File: src/rtl/uart_tx_axis_if.sv
// uart_tx_axis_if: AXI-Stream byte channel between a byte source and the UART transmitter
//   tdata  : byte to transmit (DATA_WIDTH bits)
//   tvalid : tdata is valid
//   tready : sink can accept a byte this cycle
interface uart_tx_axis_if #(
  parameter int DATA_WIDTH = 8
);
  logic [DATA_WIDTH-1:0] tdata;
  logic                  tvalid;
  logic                  tready;
  modport master (output tdata, tvalid, input tready);
  modport slave (input tdata, tvalid, output tready);
endinterface

File: src/rtl/uart_tx_axis.sv
// uart_tx_axis: 8N1-style UART transmitter fed by an AXI-Stream slave with a one-entry holding buffer
//   clk, rst_n   : clock, asynchronous active-low reset
//   s_axis       : byte input channel (slave modport)
//   prescale_i   : bit period = prescale*8 clk cycles, 0 treated as 1, sampled at frame start
//   txd_o        : serial output, idles high
//   busy_o       : frame in progress or buffer occupied
//   frame_done_o : high during the final cycle of the last stop bit
//   tx_count_o   : frames sent since reset, wraps
module uart_tx_axis #(
  parameter int DATA_WIDTH = 8,
  parameter int STOP_BITS  = 1
) (
  input  logic          clk,
  input  logic          rst_n,
  uart_tx_axis_if.slave s_axis,
  input  logic [15:0]   prescale_i,
  output logic          txd_o,
  output logic          busy_o,
  output logic          frame_done_o,
  output logic [7:0]    tx_count_o
);
  localparam int BW = $clog2(DATA_WIDTH + 1);
  localparam logic [1:0] IDLE = 2'd0, START = 2'd1, DATA = 2'd2, STOP = 2'd3;
  localparam logic STOP_LAST = 1'(STOP_BITS - 1);
  logic [1:0]            state_q, state_d;
  logic [18:0]           timer_q, timer_d, period_q, period_d;
  logic [BW-1:0]         bit_cnt_q, bit_cnt_d;
  logic                  stop_cnt_q, stop_cnt_d;
  logic [DATA_WIDTH-1:0] shifter_q, shifter_d, buf_q, buf_d;
  logic                  buf_valid_q, buf_valid_d;
  logic                  txd_q, txd_d, busy_q, busy_d, frame_done_q, frame_done_d;
  logic [7:0]            tx_count_q, tx_count_d;
  logic [15:0]           ps_eff;
  logic [18:0]           period_eff;
  logic                  tick, last_stop, launch;
  assign ps_eff        = (prescale_i == 16'd0) ? 16'd1 : prescale_i;
  assign period_eff    = {ps_eff, 3'b000} - 19'd1;
  assign tick          = (timer_q == 19'd0);
  assign last_stop     = (state_q == STOP) && tick && (stop_cnt_q == STOP_LAST);
  // a buffered byte starts a frame from IDLE or directly off the end of the previous stop bit
  assign launch        = buf_valid_q && ((state_q == IDLE) || last_stop);
  assign s_axis.tready = !buf_valid_q;
  always_comb begin
    state_d     = state_q;
    timer_d     = tick ? period_q : timer_q - 19'd1;
    period_d    = period_q;
    bit_cnt_d   = bit_cnt_q;
    stop_cnt_d  = stop_cnt_q;
    shifter_d   = shifter_q;
    buf_d       = buf_q;
    buf_valid_d = buf_valid_q;
    tx_count_d  = last_stop ? tx_count_q + 8'd1 : tx_count_q;
    if (s_axis.tvalid && !buf_valid_q) begin
      buf_d       = s_axis.tdata;
      buf_valid_d = 1'b1;
    end
    if (tick) begin
      case (state_q)
        START: begin
          state_d   = DATA;
          bit_cnt_d = BW'(DATA_WIDTH);
        end
        DATA: begin
          state_d    = (bit_cnt_q == BW'(1)) ? STOP : DATA;
          stop_cnt_d = 1'b0;
          shifter_d  = (bit_cnt_q == BW'(1)) ? shifter_q : shifter_q >> 1;
          bit_cnt_d  = bit_cnt_q - BW'(1);
        end
        STOP: begin
          state_d    = last_stop ? IDLE : STOP;
          stop_cnt_d = stop_cnt_q + 1'b1;
        end
        default: state_d = state_q;
      endcase
    end
    if (launch) begin
      state_d     = START;
      shifter_d   = buf_q;
      buf_valid_d = 1'b0;
      period_d    = period_eff;
      timer_d     = period_eff;
    end
    // outputs are registered from the next state so they line up with the state they describe
    txd_d        = (state_d == START) ? 1'b0 : (state_d == DATA) ? shifter_d[0] : 1'b1;
    busy_d       = (state_d != IDLE) || buf_valid_d;
    frame_done_d = (state_d == STOP) && (timer_d == 19'd0) && (stop_cnt_d == STOP_LAST);
  end
  always_ff @(posedge clk or negedge rst_n) begin
    if (!rst_n) begin
      state_q      <= IDLE;
      timer_q      <= '0;
      period_q     <= '0;
      bit_cnt_q    <= '0;
      stop_cnt_q   <= 1'b0;
      shifter_q    <= '0;
      buf_q        <= '0;
      buf_valid_q  <= 1'b0;
      txd_q        <= 1'b1;
      busy_q       <= 1'b0;
      frame_done_q <= 1'b0;
      tx_count_q   <= '0;
    end else begin
      state_q      <= state_d;
      timer_q      <= timer_d;
      period_q     <= period_d;
      bit_cnt_q    <= bit_cnt_d;
      stop_cnt_q   <= stop_cnt_d;
      shifter_q    <= shifter_d;
      buf_q        <= buf_d;
      buf_valid_q  <= buf_valid_d;
      txd_q        <= txd_d;
      busy_q       <= busy_d;
      frame_done_q <= frame_done_d;
      tx_count_q   <= tx_count_d;
    end
  end
  assign txd_o        = txd_q;
  assign busy_o       = busy_q;
  assign frame_done_o = frame_done_q;
  assign tx_count_o   = tx_count_q;
endmodule
File: src/flat_wrapper.sv
// flat-port wrapper written by rule: the top's interface ports become plain ports
module uart_tx_axis_flat 
#(
  parameter int DATA_WIDTH = 8,
  parameter int STOP_BITS  = 1
)
  (clk, rst_n, prescale_i, txd_o, busy_o, frame_done_o, tx_count_o, s_axis_tdata, s_axis_tvalid, s_axis_tready);
  uart_tx_axis_if #(.DATA_WIDTH(DATA_WIDTH)) s_axis_i ();
  input  logic clk;
  input  logic rst_n;
  input  logic [15:0] prescale_i;
  output logic txd_o;
  output logic busy_o;
  output logic frame_done_o;
  output logic [7:0] tx_count_o;
  input wire logic [$bits(s_axis_i.tdata)-1:0] s_axis_tdata;
  input wire logic [$bits(s_axis_i.tvalid)-1:0] s_axis_tvalid;
  output wire logic [$bits(s_axis_i.tready)-1:0] s_axis_tready;
  assign s_axis_i.tdata = s_axis_tdata;
  assign s_axis_i.tvalid = s_axis_tvalid;
  assign s_axis_tready = s_axis_i.tready;
  uart_tx_axis #(.DATA_WIDTH(DATA_WIDTH), .STOP_BITS(STOP_BITS)) u_core (.clk(clk), .rst_n(rst_n), .s_axis(s_axis_i), .prescale_i(prescale_i), .txd_o(txd_o), .busy_o(busy_o), .frame_done_o(frame_done_o), .tx_count_o(tx_count_o));
endmodule
File: config.mk
export PLATFORM = sky130hd
export DESIGN_NAME = uart_tx_axis_flat
export DESIGN_NICKNAME = d
export VERILOG_FILES = /design/src/rtl/uart_tx_axis_if.sv /design/src/rtl/uart_tx_axis.sv /design/src/flat_wrapper.sv
export SDC_FILE = /design/constraint.sdc
export NUM_CORES = 1
export LEC_CHECK = 0
export BUFFER_PORTS_ARGS = -buffer_cell sky130_fd_sc_hd__buf_2
export CAP_MARGIN = 25
export CORE_UTILIZATION = 59
export DETAILED_ROUTE_END_ITERATION = 6
export PLACE_DENSITY = 0.83
export RECOVER_POWER = 100
export SLEW_MARGIN = 5
export SYNTH_ARGS = -nofsm -noshare
export SYNTH_HDL_FRONTEND = slang
export SYNTH_SLANG_ARGS = --single-unit
export TNS_END_PERCENT = 1
File: constraint.sdc
create_clock -name clk -period 3.9 [get_ports clk]
set_input_delay 1.17 -clock clk [delete_from_list [all_inputs] [get_ports clk]]
set_output_delay 1.17 -clock clk [all_outputs]
set_load 0.05 [all_outputs]
; Word-level counts from Yosys, hierarchy flattened
; Cells that the tools add are included.
[word_totals]
mem_bits_ro = 0
reg_bits = 73
ram_bits = 0
out_inout_bits = 12
wordCells = 66
mem_count = 0
inputBits = 27
latchBits = 0
[classes]
multipliers = 0
n_addsub = 5
n_reduce_logical = 19
muxes = 19
n_div = 0
n_eq_ne = 8
magnitude_cmp = 0
shifts = 0
n_bitwise = 2
[ops]
columns = cell, count
row1 = zero test 19 bit, 2
row2 = two-way mux 19 bit, 2
row3 = subtractor 19 x 1 -> 19 bit (second input constant), 2
row4 = two-way mux 8 bit, 4
row5 = zero test 16 bit, 1
row6 = two-way mux 16 bit, 1
row7 = adder 8 x 1 -> 8 bit (second input constant), 1
row8 = equality test 2 bit (second input constant), 4
row9 = one-hot mux 4 bit (2 select lines), 1
row10 = nonzero test 2 bit, 4
row11 = logical AND 1 bit, 6
row12 = two-way mux 1 bit, 6
row13 = two-way mux 2 bit, 3
row14 = one-hot mux 2 bit (3 select lines), 1
row15 = equality test 2 x 1 -> 1 bit (second input constant), 2
row16 = equality test 4 x 1 -> 1 bit (second input constant), 1
row17 = subtractor 4 x 1 -> 4 bit (second input constant), 1
row18 = AND reduction 3 bit, 1
row19 = zero test 2 bit, 1
row20 = logical OR 1 bit, 2
row21 = inequality test 2 x 1 -> 1 bit (second input constant), 1
row22 = NOT 1 bit, 2
row23 = one-hot mux 1 bit (2 select lines), 1
row24 = AND reduction 2 bit, 1
row25 = 2 further kinds, 2

; Logic depth before layout (Yosys ltp)
[depth]
depth_word = 10
depth_mapped = 12
mapped_depth_nobuf = 12

; Least setup slack after synthesis
; Ideal clock, no wire load.
[synth_timing]
path_kind = input to register
startpoint = input prescale_i[7]
endpoint = register u_core.frame_done_q (netlist: u_core.frame_done_o)
n_path_buf = 0
arrival_ps = 3970
cell_stages = 12
required_time_ps = 3804
setup_time_ps = 96
slack_ps = -165
cell_sequence = nor4_1 nand3_1 nor4_1 nor2_1 ha_1 nor3b_1 nand4_1 xor2_1 nand2_1 a21boi_1 or4_1 nor4_2
[synth_via]
elab_chain_len = 7
[synth_rtl]
columns = item, line_no
row1 = from (decl), flat_wrapper.sv:11  ; input logic [15:0] prescale_i;
row2 = zero test 16 bit, uart_tx_axis.sv:36  ; assign ps_eff = (prescale_i == 16'd0) ? 16'd1 : prescale_i;
row3 = two-way mux 16 bit, uart_tx_axis.sv:36
row4 = subtractor 19 x 1 -> 19 bit, uart_tx_axis.sv:37  ; assign period_eff = {ps_eff, 3'b000} - 19'd1;
row5 = via u_core.period_eff[3], uart_tx_axis.sv:34  ; logic [18:0] period_eff;
row6 = two-way mux 19 bit, uart_tx_axis.sv:76  ; if (launch) begin
row7 = zero test 19 bit, uart_tx_axis.sv:86  ; frame_done_d = (state_d == STOP) && (timer_d == 19'd0) && (stop_cnt_d == STOP_LAST);
row8 = logical AND 1 bit (2 in a row), uart_tx_axis.sv:86
row9 = via u_core.frame_done_d, uart_tx_axis.sv:31  ; logic txd_q, txd_d, busy_q, busy_d, frame_done_q, frame_done_d;
row10 = to (signal assigned), uart_tx_axis.sv:113  ; frame_done_q <= frame_done_d;
row11 = to (decl), uart_tx_axis.sv:31
; The timed path passes the listed nets, and every way through them passes these cells.
; A chain may end at the register's enable or synchronous reset.

; Worst setup path in the final report
[layout_timing]
startpoint = register u_core.timer_q[0]
endpoint = register u_core.frame_done_q (netlist: u_core.frame_done_o)
[layout_via]
elab_cells_between_ends = 18
classes_between = 1 x add/sub / 1 x eq/ne / 7 x mux / 1 x bitwise / 8 x reduce/logical
[layout_rtl]
columns = item, line_no
row1 = from (decl), uart_tx_axis.sv:26  ; logic [18:0] timer_q, timer_d, period_q, period_d;
row2 = from (signal assigned), uart_tx_axis.sv:104  ; timer_q <= timer_d;
row3 = branches (longest 5 deep; another with subtractor 19 x 1 -> 19 bit), -
row4 = two-way mux 19 bit (*), uart_tx_axis.sv:76
row5 = via u_core.timer_d[12], uart_tx_axis.sv:26
row6 = zero test 19 bit (*), uart_tx_axis.sv:86
row7 = logical AND 1 bit (*) (2 in a row), uart_tx_axis.sv:86
row8 = via u_core.frame_done_d, uart_tx_axis.sv:31
; Mark *: on every way through the listed nets, which the timed path passes.

==> reports/summary.txt <==
P_leak: 1.80 nW
Fillers: 473
CP Launch Type: flop
Final Max Slew Viols: 33
wl on met1: 3900 µm
Worst path slowest cell: or3_1
RR Startpoint: u_core.timer_q[0]$_DFF_PN0_
Final Critical Period: 3670 ps
fin nets: 477
reg-to-reg endpoint: u_core.frame_done_o$_DFF_PN0_
cell repeated most along the worst path: or3_1
Routed WL per cell: 17.5 µm
I/O pins: 39
via count: 3244
H-tree levels: 3
Initial DRC Count: 214
failing checks: capacitance limit, slew limit
DRC Markers: 0
most common cell after layout, fill and taps aside: dfrtp_1
simple-gate portion of the synthesized area: 20.7%
met2 wire length: 4500 µm
fin worst setup slack: 231 ps
EDFF count, synth: 0
kind of critical path: reg2reg
r2r setup slk: 230 ps
mapped cell area: 3890 µm²
CP Cell Sequence: inv_1, ha_1, or4b_1, or3_1, o31ai_4, buf_4, nand2_1, a21boi_0, or3_1, nor4_1
Main synth FF type: dfrtp_1
CP required: 4160 ps
overall routing resource usage: 27.8%
hold path startpoint: u_core.tx_count_o[7]$_DFFE_PN0P_
Ys Warns: 0
sequential cell area: 1780 µm²
die area: 6920 µm²
register bit total from synthesis: 71
RSZ-0062 raised after global routing: no
worst path buffer plus inverter count: 2
max layer used: met4
main combinational cell family by area after synthesis: simple AND/OR/NAND/NOR gates
Hold Path Stages: 1
Post-CTS Hold Buffers: 0
CP Capture Type: flop
Sum Neg Setup Slack: 0 ps
Worst path max stage delay: 610 ps
Final Util: 68.7%
Top delay family on crit path: simple AND/OR/NAND/NOR gates
Async SR Flop Fraction: 100%
post-synthesis mux area share: 6.02%
DR pass1 iterations: 5
Pwr Total: 1.77 mW
Clk Latency, worst-skew pair: 360 ps
Resize count post-CTS: 0
synth unique cells: 61
Via density: 6.20
dpl ws: -114 ps
status: finished, violations left
ant diodes: 0
final hold vios: 0
total wire length: 9140 µm
# rows: 29
Layout area overhead: 12.2%
average size of a mapped cell: 9.89 µm²
DIE HEIGHT: 83.2 µm
hold endpoint: u_core.tx_count_o[7]$_DFFE_PN0P_
slew margin rel.: -16.5%
total grt overflow: 0
Final Cell Area: 4360 µm²
initial core utilization: 61.2%
Routed met3 length: 478 µm
Clock transition at path regs: 80 ps
Fmax achieved: 273 MHz
crit path launch: u_core.timer_q[0]$_DFF_PN0_
initial antenna violation count: 0
Synth Net Count: 429
Adder-Cell Fraction of Synth Area: 2.90%
final setup violation count: 0
Max clock buf depth: 2
area of the core: 6350 µm²
sequential area share after synthesis: 45.7%
Worst Path Max Fanout: 13
commonest cells after routing, fill and taps aside: dfrtp_1 (70), nor2_1 (38), nand2_1 (29), buf_2 (25), clkbuf_1 (20)
r2r worst-path depth: 10
Layout Skew: 12.7 ps
pin count of the biggest net entering global routing: 41
cell count after synthesis: 393
Sink Count: 71
CTS buffer count: 9
HP Class: reg2reg
PwrDens: 406 nW/µm²
VDD IR-drop max: 0.000271 V
final HPWL from detailed placement: 6700 µm
placed standard-cell area: 4240 µm²
Root Driver: clkbuf_8
Setup Buffers After CTS: 0
period utilization: 94.1%
post-synthesis compound-gate area fraction: 14.6%
post-route antenna net violation count: 0
Least-Margin Pin Slew: 1750 ps
first-pass GRT wire length: 15100 µm
xor-xnor portion of the synthesized cell area: 6.53%
layout cells sized above 1: 16.1%
RePlAce Congestion: 0.883
count of input and output buffers: 38
number of global-route vias before repair: 3200
die width: 83.2 µm
Arrival @ worst endpoint: 3920 ps
maxcap violations: 1
CTS tree: yes
area of the multi-input gates: 1960 µm²
-- metrics by stage --
step / hold WS (ps) / std cells
2_1_floorplan: 436 / 393
3_3_place_gp: 451 / 507
3_5_place_dp: 453 / 507
4_1_cts: 468 / 523
5_1_grt: 507 / 523
6_report: 466 / 523
-- cells in the mapped netlist, types with 3 or more instances --
master | instances | area share (%)
dfrtp_1 | 70 | 45
nor2_1 | 38 | 3.7
nand2_1 | 29 | 2.8
nor3_1 | 15 | 1.9
xor2_1 | 15 | 3.4
inv_1 | 14 | 1.4
xnor2_1 | 14 | 3.2
nor4_1 | 13 | 2.1
o21ai_0 | 13 | 1.7
a21oi_1 | 12 | 1.5
clkbuf_1 | 11 | 1.1
mux2_2 | 11 | 3.2
mux2i_1 | 11 | 2.8
or3_1 | 11 | 1.8
o21a_1 | 10 | 1.9
ha_1 | 9 | 2.9
nand3_1 | 9 | 1.2
nand4_1 | 6 | 0.97
or4_1 | 6 | 1.2
a211oi_1 | 5 | 0.97
nand2b_1 | 5 | 0.80
o22ai_1 | 5 | 0.80
a31oi_1 | 4 | 0.64
buf_2 | 4 | 0.51
a21o_1 | 3 | 0.58
nor3b_1 | 3 | 0.58
o31a_1 | 3 | 0.68
-- sequential cells by signal (all words and copies together) (netlist names), 2 cells and up --
register / flops
u_core.timer_q: 19
u_core.period_q: 17
u_core.buf_q: 8
u_core.shifter_q: 8
u_core.tx_count_o: 8
u_core.bit_cnt_q: 4
u_core.state_q: 2
-- cells by family after synthesis --
logic type      count (synthesis)
compound gates                 79
xor+xnor                       29
fa+ha+maj                       9
buf+inv                        32
flops                          71
mux                            22
simple gates                  151
-- per-layer routing --
layer | track usage (%) | vias to the layer above
li1 | - | 1525
met1 | 36.1 | 1589
met2 | 45.0 | 104
met3 | 4.77 | 26
met4 | 14.4 | 0
met5 | 0 | -
-- how the worst max path moves through the flow --
| stage | end | slack (ps) | cells past startpoint |
|---|---|---|---|
| CTS | u_core.frame_done_o$_DFF_PN0_ | 220 | 13 |
| global placement | u_core.frame_done_o$_DFF_PN0_ | 120 | 13 |
| floorplan | u_core.frame_done_o$_DFF_PN0_ | 50 | 12 |
| finish | u_core.frame_done_o$_DFF_PN0_ | 230 | 10 |
| global route | u_core.frame_done_o$_DFF_PN0_ | 60 | 13 |
| detailed placement | u_core.frame_done_o$_DFF_PN0_ | -110 | 13 |
-- layout make-up --
class | instances | share of cell area (%)
tap | 77 | 2.21
sequential | 71 | 40.8
clock buffer | 10 | 2.93
multi-input combinational | 290 | 45.0
timing repair buffer | 55 | 6.34
clock inverter | 6 | 1.55
inverter | 14 | 1.20
-- report_power, final --
part	leakage, nW	internal (mW)	switching (mW)
clock	0.0933	0.299	0.286
sequential	0.853	0.828	0.0920
combinational	0.854	0.126	0.139
total	1.80	1.25	0.517
No activity file was read; power rests on OpenSTA's default activity.
